### src/rtl/tcm_dec_tmu_tree_gen_if.sv
// Metric-set input and best-branch output bundle of the TMU add-compare-select tree.
interface tcm_dec_tmu_tree_gen_if #(
    parameter int unsigned pSYMB_M_W   = 8,
    parameter int unsigned pGROUP_NUM  = 2,
    parameter int unsigned pGROUP_SIZE = 4,
    parameter int unsigned pBM_W       = pSYMB_M_W + 2
);
    localparam int unsigned N    = pGROUP_NUM * pGROUP_SIZE;
    localparam int unsigned IdxW = $clog2(N);

    logic                     ival;
    logic [N*4*pSYMB_M_W-1:0] isymb_m;
    logic                     oval;
    logic [pBM_W-1:0]         obm;
    logic [pBM_W-1:0]         obm_delta;
    logic [IdxW-1:0]          osymb_m_idx;

    modport master (
        output ival, isymb_m,
        input  oval, obm, obm_delta, osymb_m_idx
    );

    modport slave (
        input  ival, isymb_m,
        output oval, obm, obm_delta, osymb_m_idx
    );
endinterface

### src/rtl/tcm_dec_tmu_tree_gen.sv
// Pipelined add-compare-select tree for the 4D-8PSK TCM trellis metric unit: selects the best of
// pGROUP_NUM*pGROUP_SIZE candidates and reports its margin over the runner-up.
module tcm_dec_tmu_tree_gen #(
    parameter int unsigned pSYMB_M_W   = 8,
    parameter int unsigned pGROUP_NUM  = 2,
    parameter int unsigned pGROUP_SIZE = 4,
    parameter int unsigned pBM_W       = pSYMB_M_W + 2
) (
    input  logic                  iclk,
    input  logic                  ireset,
    input  logic                  iclkena,
    tcm_dec_tmu_tree_gen_if.slave bus
);
    localparam int W    = int'(pSYMB_M_W);
    localparam int GN   = int'(pGROUP_NUM);
    localparam int GS   = int'(pGROUP_SIZE);
    localparam int N    = GN * GS;
    localparam int IdxW = $clog2(N);
    localparam int LB   = $clog2(GS);
    localparam int LD   = $clog2(GN);
    localparam int L    = 2 + LB + LD;
    localparam int NB   = 2 * N - GN;  // leaf stage plus all in-group merge levels
    localparam int ND   = 2 * GN - 1;  // dim3 stage plus all cross-group merge levels

    typedef struct packed {
        logic [pBM_W-1:0] best;
        logic [pBM_W-1:0] second;
        logic [IdxW-1:0]  idx;
        logic             has2;
    } node_t;

    // Level j of a halving tree starts right after the 2*size - 2*(size>>j) nodes before it.
    function automatic int boff(input int j);
        return 2 * N - 2 * (N >> j);
    endfunction

    function automatic int doff(input int j);
        return 2 * GN - 2 * (GN >> j);
    endfunction

    // a always holds the lower indices, so b must be strictly greater to win.
    function automatic node_t merge(input node_t a, input node_t b);
        node_t w;
        node_t l;
        node_t r;
        if (b.best > a.best) begin
            w = b;
            l = a;
        end else begin
            w = a;
            l = b;
        end
        r        = w;
        r.has2   = 1'b1;
        r.second = (w.has2 && (w.second > l.best)) ? w.second : l.best;
        return r;
    endfunction

    logic [L-1:0]         vld_q;
    node_t                b_q  [NB];
    node_t                d_q  [ND];
    logic [pSYMB_M_W-1:0] d3_q [LB+1][GN];

    always_ff @(posedge iclk) begin
        if (ireset) begin
            vld_q <= '0;
            b_q   <= '{default: '0};
            d_q   <= '{default: '0};
            d3_q  <= '{default: '0};
        end else if (iclkena) begin
            vld_q <= {vld_q[L-2:0], bus.ival};
            if (bus.ival) begin
                for (int k = 0; k < N; k++) begin
                    b_q[k].best   <= pBM_W'(bus.isymb_m[(4*k)*W +: W])
                                   + pBM_W'(bus.isymb_m[(4*k+1)*W +: W])
                                   + pBM_W'(bus.isymb_m[(4*k+2)*W +: W]);
                    b_q[k].second <= '0;
                    b_q[k].idx    <= IdxW'(k);
                    b_q[k].has2   <= 1'b0;
                end
                for (int g = 0; g < GN; g++) begin
                    d3_q[0][g] <= bus.isymb_m[(4*g*GS+3)*W +: W];
                end
            end
            for (int j = 1; j <= LB; j++) begin
                if (vld_q[j-1]) begin
                    for (int i = 0; i < (N >> j); i++) begin
                        b_q[boff(j)+i] <= merge(b_q[boff(j-1)+2*i], b_q[boff(j-1)+2*i+1]);
                    end
                    d3_q[j] <= d3_q[j-1];
                end
            end
            // dim3 is shared by the whole group, so adding it to both keeps the margin intact.
            if (vld_q[LB]) begin
                for (int g = 0; g < GN; g++) begin
                    d_q[g].best   <= b_q[boff(LB)+g].best + pBM_W'(d3_q[LB][g]);
                    d_q[g].second <= b_q[boff(LB)+g].second + pBM_W'(d3_q[LB][g]);
                    d_q[g].idx    <= b_q[boff(LB)+g].idx;
                    d_q[g].has2   <= b_q[boff(LB)+g].has2;
                end
            end
            for (int j = 1; j <= LD; j++) begin
                if (vld_q[LB+j]) begin
                    for (int i = 0; i < (GN >> j); i++) begin
                        d_q[doff(j)+i] <= merge(d_q[doff(j-1)+2*i], d_q[doff(j-1)+2*i+1]);
                    end
                end
            end
        end
    end

    assign bus.oval        = vld_q[L-1];
    assign bus.obm         = d_q[ND-1].best;
    assign bus.obm_delta   = d_q[ND-1].best - d_q[ND-1].second;
    assign bus.osymb_m_idx = d_q[ND-1].idx;
endmodule

### src/flat_wrapper.sv
// flat-port wrapper written by rule: the top's interface ports become plain ports
module tcm_dec_tmu_tree_gen_flat 
#(
    parameter int unsigned pSYMB_M_W   = 8,
    parameter int unsigned pGROUP_NUM  = 2,
    parameter int unsigned pGROUP_SIZE = 4,
    parameter int unsigned pBM_W       = pSYMB_M_W + 2
)
  (iclk, ireset, iclkena, bus_ival, bus_isymb_m, bus_oval, bus_obm, bus_obm_delta, bus_osymb_m_idx);
  tcm_dec_tmu_tree_gen_if #(.pSYMB_M_W(pSYMB_M_W), .pGROUP_NUM(pGROUP_NUM), .pGROUP_SIZE(pGROUP_SIZE), .pBM_W(pBM_W)) bus_i ();
  input  logic iclk;
  input  logic ireset;
  input  logic iclkena;
  input wire logic [$bits(bus_i.ival)-1:0] bus_ival;
  input wire logic [$bits(bus_i.isymb_m)-1:0] bus_isymb_m;
  output wire logic [$bits(bus_i.oval)-1:0] bus_oval;
  output wire logic [$bits(bus_i.obm)-1:0] bus_obm;
  output wire logic [$bits(bus_i.obm_delta)-1:0] bus_obm_delta;
  output wire logic [$bits(bus_i.osymb_m_idx)-1:0] bus_osymb_m_idx;
  assign bus_i.ival = bus_ival;
  assign bus_i.isymb_m = bus_isymb_m;
  assign bus_oval = bus_i.oval;
  assign bus_obm = bus_i.obm;
  assign bus_obm_delta = bus_i.obm_delta;
  assign bus_osymb_m_idx = bus_i.osymb_m_idx;
  tcm_dec_tmu_tree_gen #(.pSYMB_M_W(pSYMB_M_W), .pGROUP_NUM(pGROUP_NUM), .pGROUP_SIZE(pGROUP_SIZE), .pBM_W(pBM_W)) u_core (.iclk(iclk), .ireset(ireset), .iclkena(iclkena), .bus(bus_i));
endmodule
### config.mk
export PLATFORM = sky130hd
export DESIGN_NAME = tcm_dec_tmu_tree_gen_flat
export DESIGN_NICKNAME = d
export VERILOG_FILES = /design/src/rtl/tcm_dec_tmu_tree_gen_if.sv /design/src/rtl/tcm_dec_tmu_tree_gen.sv /design/src/flat_wrapper.sv
export SDC_FILE = /design/constraint.sdc
export NUM_CORES = 1
export LEC_CHECK = 0
export ABC_AREA = 1
export CORE_UTILIZATION = 51
export CTS_CLUSTER_DIAMETER = 60
export DETAILED_ROUTE_END_ITERATION = 10
export PLACE_DENSITY_LB_ADDON = 0.15
export SLEW_MARGIN = 40
export SYNTH_ARGS = -nofsm -noshare
export SYNTH_HDL_FRONTEND = slang
export SYNTH_SLANG_ARGS = --single-unit
### constraint.sdc
create_clock -name iclk -period 4.12 [get_ports iclk]
set_clock_uncertainty 0.15 [all_clocks]
set_input_delay 1.03 -clock iclk [delete_from_list [all_inputs] [get_ports iclk]]
set_output_delay 1.03 -clock iclk [all_outputs]
set_load 0.005 [all_outputs]
==> metrics.md <==
| Metric | Value |
|---|---|
| Status | completed |
| CP max stage delay | 0.52 ns |
| H-tree lvl count | 2 |
| FFs w/ async S/R, synth | 0 |
| Min setup slack post-route | 0.1564 ns |
| # setup viols final | 0 |
| Iter 0 DRT Violations | 1331 |
| Register area share after synthesis | 0.2830 |
| Syn nets | 3980 |
| Clk_lat worst skew | 0.55 ns |
| Final hold vios | 0 |
| Final slew viol count | 0 |
| Most frequent cells in the layout | nand2_1 (649), a21oi_1 (463), nand3_1 (417), inv_1 (389), dfxtp_1 (335) |
| Fmax | 0.2523 GHz |
| Core footprint | 45580 um2 |
| Unrepaired setup endpoints after global routing | no |
| CP Depth | 8 |
| Final worst path period need | 3.964 ns |
| Initial antenna violation count | 0 |
| Number of I/O port buffers | 235 |
| Clock tree from TritonCTS | yes |
| Hold depth | 2 |
| Placed Area | 26450 um2 |
| Critical path class | reg -> out |
| Least-Margin Pin Slew | 0.7447 ns |
| Chip Height | 217.5 um |
| Post-DRT Antenna Nets | 0 |
| IO Pins | 284 |
| Top post-synthesis cells by area | dfxtp_1 (28%), ha_1 (14%), nand2_1 (10%) |
| FF-to-FF path depth | 18 |
| Synth warn | 0 |
| Detailed placement HPWL | 51500 um |
| Dpl ws | 0.01637 ns |
| CP max FO | 3 |
| Clock slew at reported path FFs | 0.06 ns |
| Lkg Pwr | 12.74 nW |
| Setup TNS Final | 0 ns |
| Syn Area/Cell | 6.908 um2 |
| HP Class | reg -> reg |
| Placed Cells | 4145 |
| Total power | 10.42 mW |
| Wirelength, routed | 65260 um |
| CTS buffer count | 37 |
| Clock Path Buffers | 3 |
| Pwr/cell area | 376.4 nW/um2 |
| CP Launch Type | register |
| FF+latch count, synth | 335 |
| Fillers | 4260 |
| DR vias | 22570 |
| All-Layer GR Usage | 0.2732 |
| Syn-to-layout area delta | 16.86% |
| Final period util | 0.9620 |
| Setup bufs post-CTS | 0 |
| Pre-antenna DRT Iters | 5 |
| Finished Cell Area | 27690 um2 |
| DR vias/cell | 5.362 |
| Nets@finish | 4135 |
| DR WL/cell | 15.50 um |
| CP max-delay cell | clkdlybuf4s50_1 |
| Layout cells sized above 1 | 0.03768 |
| Die area | 47320 um2 |
| GRT Residual Overflow | 0 |
| Critical Path Sink Type | primary output |
| GP Congestion | 0.9290 |
| Ant diodes | 0 |
| WP data required | 2.94 ns |
| Vias in the first global route | 21580 |
| Worst EP arrival | 2.78 ns |
| Buf/Inv on CP | 2 |
| Core Util, Final | 0.6075 |
| Starting Density | 0.5199 |
| Yosys cell types | 43 |
| Top_reg_cell synth | dfxtp_1 |
| Peak supply drop | 0.0002837 V |
| Num rows | 78 |
| Top delay family on crit path | adder cells |
| Max-Cap Viols | 0 |
| Largest net degree at the start of global routing | 141 |
| Post-cts hold buffer count | 0 |
| # DRC | 0 |
| Post-synth EDFFs | 0 |
| Commonest non-fill, non-tap cell in the layout | nand2_1 |
| Largest area contributor in the netlist | dfxtp_1 |
| Slew margin rel. | 0.5021 |
| Synth top area share | 0.2830 |
| First-pass GRT wire length | 106300 um |
| Root buf cell | clkbuf_16 |
| Crit path cell chain | inv_1 > ha_1 > fa_1 > o21ai_2 > nand4_1 > o211ai_1 > xor2_1 > clkdlybuf4s50_1 |
| Mapped Cells | 3430 |
| Min Hold Slack | 0.3048 ns |
| Layout Cells excl Fill | 4209 |
| Number of clock sinks | 335 |
| Synthesized area | 23690 um2 |
| Die Wd | 217.5 um |
worst reg2reg max path, stage by stage (launching register included):
cell,delay (ns)
dfxtp_1,0.33
inv_1,0.08
ha_1,0.30
nand2_1,0.09
nor2_2,0.16
nand4_2,0.16
nand2_4,0.39
nand2_1,0.13
and2_1,0.16
ha_1,0.29
nand2_1,0.08
nor2_1,0.20
nand2_1,0.14
o21ai_2,0.23
inv_1,0.08
o21ai_2,0.20
nand3_1,0.14
nand3_1,0.15
a21oi_1,0.09
cells in the mapped netlist (19+ instances only):
cell type and n:
nand2_1 652, a21oi_1 463, nand3_1 417, inv_1 389, dfxtp_1 335, ha_1 269
nor2_1 206, o21ai_0 197, xor2_1 88, clkbuf_1 76, buf_2 47, xnor2_1 32
and2_1 30, nand4_1 29, o211ai_1 29, fa_1 21, buf_4 20, buf_1 19
nor3_1 19, o21ai_1 19
cell families (layout without fill, tap and decap cells):
| kind of cell | Yosys count | after routing | synth area share |
|---|---|---|---|
| AND/OR/NAND/NOR | 1378 | 1378 | 0.2522 |
| buffers and inverters | 559 | 738 | 0.09521 |
| flip-flops | 335 | 335 | 0.2830 |
| adder cells (fa/ha/maj) | 290 | 290 | 0.1598 |
| AO/OA/AOI/OAI | 748 | 748 | 0.1654 |
| XOR/XNOR | 120 | 120 | 0.04436 |
flip-flops by register name, indices dropped and copies added, names as in the netlist:
register                flops
u_core.b_q                213
u_core.d_q                 56
u_core.d3_q                48
u_core.bus.obm             10
u_core.vld_q                5
u_core.bus.osymb_m_idx      3
metal layers:
| layer | track usage | wire length (um) | up-vias |
|---|---|---|---|
| met5 | 0 | 0 | - |
| met4 | 0.07958 | 1654 | 0 |
| met3 | 0.03361 | 2906 | 108 |
| met2 | 0.4797 | 30860 | 506 |
| met1 | 0.3478 | 29840 | 10220 |
| li1 | - | - | 11730 |
cell type report:
cell class	instances	area, um2	share of cell area
repair buffers	282	2784	0.1005
well taps	600	750.7	0.02711
clock buffers	53	1079	0.03895
multi-input cells	2536	14750	0.5326
flip-flops and latches	335	6706	0.2422
clock inverters	10	146.4	0.005287
inverters	393	1475	0.05328
path summary, 6_finish.rpt:
kind	startpoint	end	slack, ns
setup / recovery	u_core.bus.obm[0]$_SDFFE_PP0P_	bus_obm_delta[8]	0.16
setup reg to reg	u_core.d_q[67]$_SDFFE_PP0P_	u_core.d_q[4]$_SDFFE_PP0P_	0.45
hold / removal	u_core.d_q[49]$_SDFFE_PP0P_	u_core.d_q[49]$_SDFFE_PP0P_	0.30
hold reg to reg	u_core.d_q[49]$_SDFFE_PP0P_	u_core.d_q[49]$_SDFFE_PP0P_	0.30
repair_timing:
action,in CTS,in global routing
endpoints found under the setup margin,1,1
cloned,0,0
resized for setup,1,1
where the power goes:
part           leakage, nW  switching (mW)  internal (mW)
clock                0.589            1.34           2.01
combinational         9.43            2.26           1.34
sequential            2.72          0.0919           3.39
No activity file was read; power rests on OpenSTA's default activity.
